File: src/rtl/aes_ctrl_pkg.sv
// Shared types and helpers for the AES job arbiter: FSM states, block
// pack/unpack between the flat 128-bit bus and the byte matrix, counter widths.
package aes_ctrl_pkg;

  localparam int unsigned BLOCK_W = 128;
  localparam int unsigned CED_W   = 6;
  localparam int unsigned TIMER_W = 6;
  localparam int unsigned RETRY_W = 3;

  typedef enum logic [2:0] {
    ST_IDLE,
    ST_LOAD,
    ST_RUN,
    ST_CHECK,
    ST_RESP
  } state_e;

  // Byte [r][c] of the AES state sits at bits [8*(4*r+c)+:8] of the flat bus
  typedef logic [3:0][3:0][7:0] aes_state_t;

  function automatic aes_state_t unpack_block(input logic [BLOCK_W-1:0] v);
    aes_state_t s;
    for (int r = 0; r < 4; r++)
      for (int c = 0; c < 4; c++)
        s[r][c] = v[8*(4*r+c) +: 8];
    return s;
  endfunction

  function automatic logic [BLOCK_W-1:0] pack_block(input aes_state_t s);
    logic [BLOCK_W-1:0] v;
    for (int r = 0; r < 4; r++)
      for (int c = 0; c < 4; c++)
        v[8*(4*r+c) +: 8] = s[r][c];
    return v;
  endfunction

endpackage

File: src/rtl/aes_job_arbiter_rr_arbiter.sv
// Combinational round-robin picker: first set request at or after ptr,
// wrapping modulo NUM_REQ; returns one-hot grant, its index and a valid flag.
module rr_arbiter #(
  parameter int unsigned NUM_REQ = 4,
  parameter int unsigned ID_W    = 2
) (
  input  logic [NUM_REQ-1:0] req,
  input  logic [ID_W-1:0]    ptr,
  output logic [NUM_REQ-1:0] grant,
  output logic [ID_W-1:0]    idx,
  output logic               any
);

  logic [ID_W-1:0] cand;

  always_comb begin
    grant = '0;
    idx   = '0;
    any   = 1'b0;
    cand  = '0;
    for (int unsigned i = 0; i < NUM_REQ; i++) begin
      cand = ID_W'((32'(ptr) + i) % NUM_REQ);
      if (!any && req[cand]) begin
        any         = 1'b1;
        idx         = cand;
        grant[cand] = 1'b1;
      end
    end
  end

endmodule

File: src/rtl/aes_job_arbiter.sv
// Shares one iterative aes_128 core among NUM_REQ requesters: round-robin grant,
// launch, retry on detected fault, timeout abort, single response channel.
module aes_job_arbiter
  import aes_ctrl_pkg::*;
#(
  parameter int unsigned NUM_REQ   = 4,
  parameter int unsigned ID_W      = $clog2(NUM_REQ),
  parameter int unsigned MAX_RETRY = 2,
  parameter int unsigned TIMEOUT   = 63
) (
  input  logic                       clock,
  input  logic                       reset,
  input  logic [NUM_REQ-1:0]         req_valid,
  output logic [NUM_REQ-1:0]         req_ready,
  input  logic [NUM_REQ*BLOCK_W-1:0] req_data,
  input  logic [NUM_REQ*BLOCK_W-1:0] req_key,
  input  logic [NUM_REQ*CED_W-1:0]   req_ced,
  output logic                       core_reset,
  output logic [BLOCK_W-1:0]         core_data,
  output logic [BLOCK_W-1:0]         core_key,
  output logic [1:0]                 core_ced,
  output logic [3:0]                 core_ced_rnd,
  input  logic [BLOCK_W-1:0]         core_ct,
  input  logic                       core_done,
  input  logic                       core_fault,
  output logic                       rsp_valid,
  input  logic                       rsp_ready,
  output logic [ID_W-1:0]            rsp_id,
  output logic [BLOCK_W-1:0]         rsp_data,
  output logic                       rsp_fault,
  output logic                       rsp_timeout,
  output logic [RETRY_W-1:0]         rsp_retries
);

  state_e               state_q, state_d;
  logic [NUM_REQ-1:0]   grant;
  logic [ID_W-1:0]      grant_idx;
  logic                 grant_any;
  logic [ID_W-1:0]      ptr;
  logic [ID_W-1:0]      job_id;
  logic [TIMER_W-1:0]   timer;
  logic [RETRY_W-1:0]   retry_cnt;
  logic [BLOCK_W-1:0]   ct_q;
  logic                 fault_q;
  logic                 timeout_hit;
  logic                 retry_ok;

  rr_arbiter #(.NUM_REQ(NUM_REQ), .ID_W(ID_W)) u_rr (
    .req   (req_valid),
    .ptr   (ptr),
    .grant (grant),
    .idx   (grant_idx),
    .any   (grant_any)
  );

  // Grant is only offered while idle and never during reset
  assign req_ready   = (state_q == ST_IDLE && !reset) ? grant : '0;
  assign timeout_hit = (timer == TIMER_W'(TIMEOUT - 1));
  assign retry_ok    = fault_q && (retry_cnt < RETRY_W'(MAX_RETRY));

  always_ff @(posedge clock or posedge reset) begin
    if (reset) state_q <= ST_IDLE;
    else       state_q <= state_d;
  end

  always_comb begin
    state_d = state_q;
    unique case (state_q)
      ST_IDLE:  if (grant_any) state_d = ST_LOAD;
      ST_LOAD:  state_d = ST_RUN;
      ST_RUN: begin
        if (core_done)        state_d = ST_CHECK;
        else if (timeout_hit) state_d = ST_RESP;
      end
      ST_CHECK: state_d = retry_ok ? ST_LOAD : ST_RESP;
      ST_RESP:  if (rsp_ready) state_d = ST_IDLE;
      default:  state_d = ST_IDLE;
    endcase
  end

  // Job latch, core drive, run bookkeeping and response registers
  always_ff @(posedge clock or posedge reset) begin
    if (reset) begin
      ptr          <= '0;
      job_id       <= '0;
      core_reset   <= 1'b1;
      core_data    <= '0;
      core_key     <= '0;
      core_ced     <= '0;
      core_ced_rnd <= '0;
      timer        <= '0;
      retry_cnt    <= '0;
      ct_q         <= '0;
      fault_q      <= 1'b0;
      rsp_valid    <= 1'b0;
      rsp_id       <= '0;
      rsp_data     <= '0;
      rsp_fault    <= 1'b0;
      rsp_timeout  <= 1'b0;
      rsp_retries  <= '0;
    end else begin
      core_reset <= (state_d != ST_RUN);
      unique case (state_q)
        ST_IDLE: begin
          if (grant_any) begin
            core_data                <= req_data[BLOCK_W*int'(grant_idx) +: BLOCK_W];
            core_key                 <= req_key[BLOCK_W*int'(grant_idx) +: BLOCK_W];
            {core_ced, core_ced_rnd} <= req_ced[CED_W*int'(grant_idx) +: CED_W];
            job_id                   <= grant_idx;
            ptr       <= (grant_idx == ID_W'(NUM_REQ - 1)) ? '0 : grant_idx + ID_W'(1);
            retry_cnt <= '0;
          end
        end
        ST_LOAD: timer <= '0;
        ST_RUN: begin
          timer <= timer + TIMER_W'(1);
          if (core_done) begin
            ct_q    <= core_ct;
            fault_q <= core_fault;
          end else if (timeout_hit) begin
            rsp_valid   <= 1'b1;
            rsp_id      <= job_id;
            rsp_data    <= '0;
            rsp_fault   <= 1'b0;
            rsp_timeout <= 1'b1;
            rsp_retries <= retry_cnt;
          end
        end
        ST_CHECK: begin
          if (retry_ok) begin
            retry_cnt <= retry_cnt + RETRY_W'(1);
          end else begin
            rsp_valid   <= 1'b1;
            rsp_id      <= job_id;
            rsp_data    <= ct_q;
            rsp_fault   <= fault_q;
            rsp_timeout <= 1'b0;
            rsp_retries <= retry_cnt;
          end
        end
        ST_RESP: if (rsp_ready) rsp_valid <= 1'b0;
        default: ;
      endcase
    end
  end

endmodule
File: config.mk
export PLATFORM = sky130hd
export DESIGN_NAME = aes_job_arbiter
export DESIGN_NICKNAME = d
export VERILOG_FILES = /design/src/rtl/aes_ctrl_pkg.sv /design/src/rtl/aes_job_arbiter_rr_arbiter.sv /design/src/rtl/aes_job_arbiter.sv
export SDC_FILE = /design/constraint.sdc
export NUM_CORES = 2
export LEC_CHECK = 0
export CORE_AREA = 2 2 615 617
export CTS_CLUSTER_DIAMETER = 150
export DETAILED_ROUTE_END_ITERATION = 6
export DIE_AREA = 0 0 617 619
export PLACE_DENSITY = 0.33
export SYNTH_ARGS = -nofsm -noshare
export SYNTH_HDL_FRONTEND = slang
export SYNTH_SLANG_ARGS = --single-unit
File: constraint.sdc
create_clock -name clock -period 43.8 [get_ports clock]
set_input_delay 8.76 -clock clock [delete_from_list [all_inputs] [get_ports clock]]
set_output_delay 8.76 -clock clock [all_outputs]
set_load 0.02 [all_outputs]
======== After elaboration in Yosys (flattened, before gate mapping) ========
Index checks and enable logic that the tools add are counted.
storage, ports and cells
  memories ................................ 0
  bits in registers ....................... 544
  RAM bits ................................ 0
  word-level logic and storage cells ...... 139
  bits in latches ......................... 0
  input port bits ......................... 1,185
  output and inout port bits .............. 403
  bits in read-only memories .............. 0
operators by class
  multipliers ............................. 1
  div/mod/pow operators ................... 0
  reductions and logical operators ........ 23
  muxes and demuxes ....................... 63
  add/sub/neg operators ................... 6
  shift operators ......................... 3
  bitwise logic cells ..................... 3
  equality and inequality tests ........... 13
  order comparisons ....................... 9
operators with widths
  cell                 count
  $shiftx 512x10->128  2
  $mux 128             3
  $pmux 128 s2         1
  $mux 3               10
  $shiftx 24x6->6      1
  $mux 1               20
  $mux 4               5
  $mux 2               8
  $pmux 3 s5           1
  $lt 2x3->1 const B   4
  $ne 2x2->1 const B   6
  $or 4x4->4           3
  $pmux 3 s2           2
  $pmux 6 s2           1
  $logic_and 1x1->1    9
  $bmux 1 s2           4
  $demux 1 s2          4
  $ge 2x1->1 const B   4
  $add 6x1->6 const B  1
  $eq 3x2->1 const B   2
  $eq 6x6->1 const B   1
  $reduce_bool 2->1    3
  $reduce_and 5->1     1
  $add 2x1->2 const B  2
  17 further kinds     23

======== Logic depth before layout (Yosys ltp) ========
  word-level depth ........................ 15
  depth in mapped cells ................... 15
  mapped depth without buffers ............ 8

======== By module ========
Synthesis repeated with hierarchy kept, for this count alone.
second synthesis, totals
  cells, all modules ...................... 2,312
  area, all modules ....................... 27,832.9 um2
modules (own cells, without submodules)
  module           instances  seq. area each (um2)  area each (um2)  cells each
  aes_job_arbiter  1          13,614.3              27,411.3         2,267
  rr_arbiter       1          0.0                   421.7            45

======== Worst setup path after synthesis ========
No wires, ideal clock.
  kind .................................... input port to output port
  start point ............................. in reset
  end point ............................... out req_ready[0]
  path buffers ............................ 0
  cell stages on the path ................. 3
  slack ................................... 12.978 ns
  data required time ...................... 35.040 ns
  arrival ................................. 22.062 ns
  cell sequence ........................... inv_1 > nand2_1 > a21oi_1
on the way
  word-level cells in the longest chain between the ends .. 3
ends and longest elaborated chain
  item                              line                   RTL
  start: declaration                aes_job_arbiter.sv:12  input logic reset,
  $logic_not 1->1 (no source line)  n/a
  $logic_and 1x1->1                 aes_job_arbiter.sv:57  assign req_ready = (state_q == ST_IDLE && !reset) ? grant : '0;
  $mux 4                            aes_job_arbiter.sv:57
  end: declaration                  aes_job_arbiter.sv:14  output logic [NUM_REQ-1:0] req_ready,
No other way between the ends.

======== Final worst setup path ========
  start point ............................. in req_valid[1]
  end point ............................... out req_ready[3]
on the way
  word-level cells in the longest chain between the ends .. 13
  elaborated cells on any way between the ends .. 25
  classes of those cells .................. mux (16); bitwise (3); reduce/logical (6)
ends and longest elaborated chain
  item                          line                              RTL
  start: declaration            aes_job_arbiter.sv:13             input logic [NUM_REQ-1:0] req_valid,
  $bmux 1 s2                    aes_job_arbiter_rr_arbiter.sv:23  if (!any && req[cand]) begin
  $mux 1 (implied by the code)  aes_job_arbiter_rr_arbiter.sv:23
  $mux 1                        aes_job_arbiter_rr_arbiter.sv:23
  $logic_not 1->1               aes_job_arbiter_rr_arbiter.sv:23
  $logic_and 1x1->1             aes_job_arbiter_rr_arbiter.sv:23
  $mux 1                        aes_job_arbiter_rr_arbiter.sv:23
  $logic_not 1->1               aes_job_arbiter_rr_arbiter.sv:23
  $logic_and 1x1->1             aes_job_arbiter_rr_arbiter.sv:23
  $mux 1                        aes_job_arbiter_rr_arbiter.sv:23
  $logic_not 1->1               aes_job_arbiter_rr_arbiter.sv:23
  $logic_and 1x1->1             aes_job_arbiter_rr_arbiter.sv:23
  $mux 4 (*)                    aes_job_arbiter_rr_arbiter.sv:23
  $mux 4 (*)                    aes_job_arbiter.sv:57
Every way passes the cells marked *; elsewhere a longest branch is shown, timed or not. The select of a mux whose other input is x is not followed.

==> results.cfg <==
[run_status]
outcome = finished, final reports clean

[power]
p_per_area_nw_per_um2 = 80.6
power_leakage_nw = 22.6
ir_drop_mv = 0.0594

[route]
vias = 41962
drc = 0
drt.antenna.violating_nets = 0
wirelength_um = 308000
firstDrtPassIters = 6
post_drt_wl_per_cell_um = 29.0
drt_iter0_markers = 3549
vias_per_cell = 3.95

[setup_path]
end_kind = primary output
slowest_stage = nor2b_1
path_cells = clkdlybuf4s50_1 > mux4_2 > nor2b_1 > a221o_1 > o21ai_0 > a21oi_1 > clkdlybuf4s50_1
rr_startpoint = ptr[0]
cpPeakStageDelay_ns = 0.72
arrival_ns = 12.15
worstSetupStartpointType = primary input
cp_common_cell = clkdlybuf4s50_1
crit_required_ns = 35.04
startpoint = req_valid[1]
worstSetupPathType = primary input to primary output
crit_fanout = 12

[die]
floorplan.initialDensity_pct = 9.51
row_count = 225
pin_count = 1588
fp.dieW_um = 617
die_area_um2 = 382000
core_area_um2 = 375000
die_h_um = 619

[yosys]
yosysTopAreaCellShare_pct = 38.1
synth_area_per_cell_um2 = 8.48
ys_ff_latch = 544
synth-edff-count = 0
synthTopCellsByArea = dfrtp_1 (38%), mux2_2 (9.1%), nor2_1 (6.7%), nand2_1 (5.5%), nor4_1 (4.6%)
yosysSeqAreaShare_pct = 38.2
yosysWarnings = 0
yosys.area.top_type = dfrtp_1
synthesis.area_um2 = 35600
yosysMostFrequentCell = nor2_1
async_reset_ff_share_pct = 100
synthTopCellsByCount = nor2_1 (635), dfrtp_1 (543), nand2_1 (524)
syn_inst = 4201
syn_nets = 5396
ys.flop_type = dfrtp_1
synth.distinct_cells = 54

[cts]
cts_tree = done
clock_latency_ns = 0.80
postCtsResizedCells = 0
cts-root-buf = clkbuf_16
cts_buffers = 91
post_cts.repair.setup_buffers = 0
clk_pin_slew_ns = 0.06
cts_max_level = 3
holdBufCountCts = 0
cts_sinks = 544
clock_path_buffers = 4

[global_route]
antenna_found_initial = 175
grt_overflow = 0
grt_max_degree = 157
grt_first_pass_wirelength_um = 401000
grt_pass1_vias = 40407
grt_use_total_pct = 15.4

[placement]
numPortBuffers = 1587
place.gp.congestion = 0.900
dp_cells = 10400
dp_hpwl_um = 240000

[worst_hold_path]
worstHoldPathType = flip-flop to flip-flop
hp-start = job_id[1]

[sta]
post-route-min-period_ns = 20.91
worst_pin_slew_ns = 1.40
relSlewSlack_pct = 6.10
setup_violations = 0
hold_viol = 0
grt_setup_unrepaired = false
min_period_over_period_pct = 47.7
fin_tns_setup_ns = 0
fin_skew_ns = 0.0688
max_freq_ghz = 0.0478
slew_viol_final = 0

[layout]
finalNetCount = 6694
areaGrowthSynthToFinish_pct = 68.3
layout.cells.non_filler = 10620
drive_gt1_share_pct = 10.0
fin_util_pct = 16.0

[run]
drv_cap = 0
-- report_power, final --
part / internal, mW / switching (mW)
Clock: 0.470 / 0.313
Combinational: 1.13 / 1.99
Sequential: 0.746 / 0.179
-- cell usage in the layout, fill, tap and decap left out, types with 16 or more instances in the layout --
master,netlist,routed
a22o_1,130,130
buf_4,3,68
clkdlybuf4s50_1,0,1587
clkbuf_8,0,22
clkbuf_16,0,92
nor2_1,635,633
o32ai_1,121,121
a211oi_1,121,121
o32a_1,120,120
o21ai_0,138,138
dfrtp_1,543,542
a221o_1,146,146
o22ai_2,18,18
nand2_1,524,522
o221ai_1,120,120
nor4_1,264,255
clkbuf_1,353,16
mux2_2,287,287
o22ai_1,123,123
inv_1,245,244
nand4_1,122,122
diode_2,0,59
-- sequential cells by signal (all words and copies together) (netlist names), 2 cells and up --
| register | count |
|---|---|
| job_id | 2 |
| ct_q | 128 |
| rsp_id | 2 |
| rsp_retries | 3 |
| state_q | 3 |
| ptr | 2 |
| rsp_data | 128 |
| core_data | 128 |
| core_key | 128 |
| retry_cnt | 3 |
| core_ced_rnd | 4 |
| timer | 6 |
| core_ced | 2 |
-- worst max-delay path: cells and delay by family --
kind | cells | cell delay [ns]
simple gates | 1 | 0.72
buf+inv | 2 | 1.33
compound gates | 3 | 0.69
mux | 1 | 0.65
-- area by class of cell --
class	count	area, um^2
Inverter	246	931
Fill cell	42088	315000
Clock buffer	130	2670
Tap cell	4994	6250
Multi-Input combinational cell	2953	19400
Timing Repair Buffer	1663	16600
Clock inverter	31	435
Sequential cell	544	13600
Antenna cell	59	148
-- through the flow --
step                      cell area, um^2  worst slack [ns]  hold WS, ns  power, mW
after global routing                59900             22.74        0.497       5.14
after floorplan                     35600             12.98        0.446       2.65
after detailed placement            56700             22.93        0.464       4.12
after global placement              56700             22.88        0.457       4.09
after CTS                           59800             22.90        0.478       4.94
final                               60000             22.89        0.472       4.84
-- per-layer routing --
layer | global-route usage [%] | part of all wire [%] | vias up
li1 | - | - | 18402
met1 | 18.8 | 42 | 21307
met2 | 25.5 | 47 | 1739
met3 | 5.20 | 8.0 | 418
met4 | 4.40 | 2.9 | 96
met5 | 0 | 0.21 | -
-- final timing paths --
check / cells after the start / to / slack, ns
max in group asynchronous: 5 / core_data[20] / 32.18
min reg2reg: 1 / job_id[1] / 0.47
min: 1 / job_id[1] / 0.47
min in group asynchronous: 2 / rsp_data[10] / 8.44
max: 7 / req_ready[3] / 22.89
max reg2reg: 11 / core_key[106] / 37.19
-- cell families (layout without fill, tap and decap cells) --
logic type / count (synthesis) / after routing / synth area share (%)
buffers and inverters: 704 / 2070 / 7.95
AOI/OAI and AO/OA: 1060 / 1060 / 24.3
adders and majority gates: 10 / 10 / 0.351
xor gates and xnor gates: 3 / 3 / 0.0737
DFF: 544 / 544 / 38.2
other: 0 / 59 / 0
and+or+nand+nor: 1583 / 1583 / 19.7
muxes: 297 / 297 / 9.43
Note: power is estimated with default switching activity, not from simulation.
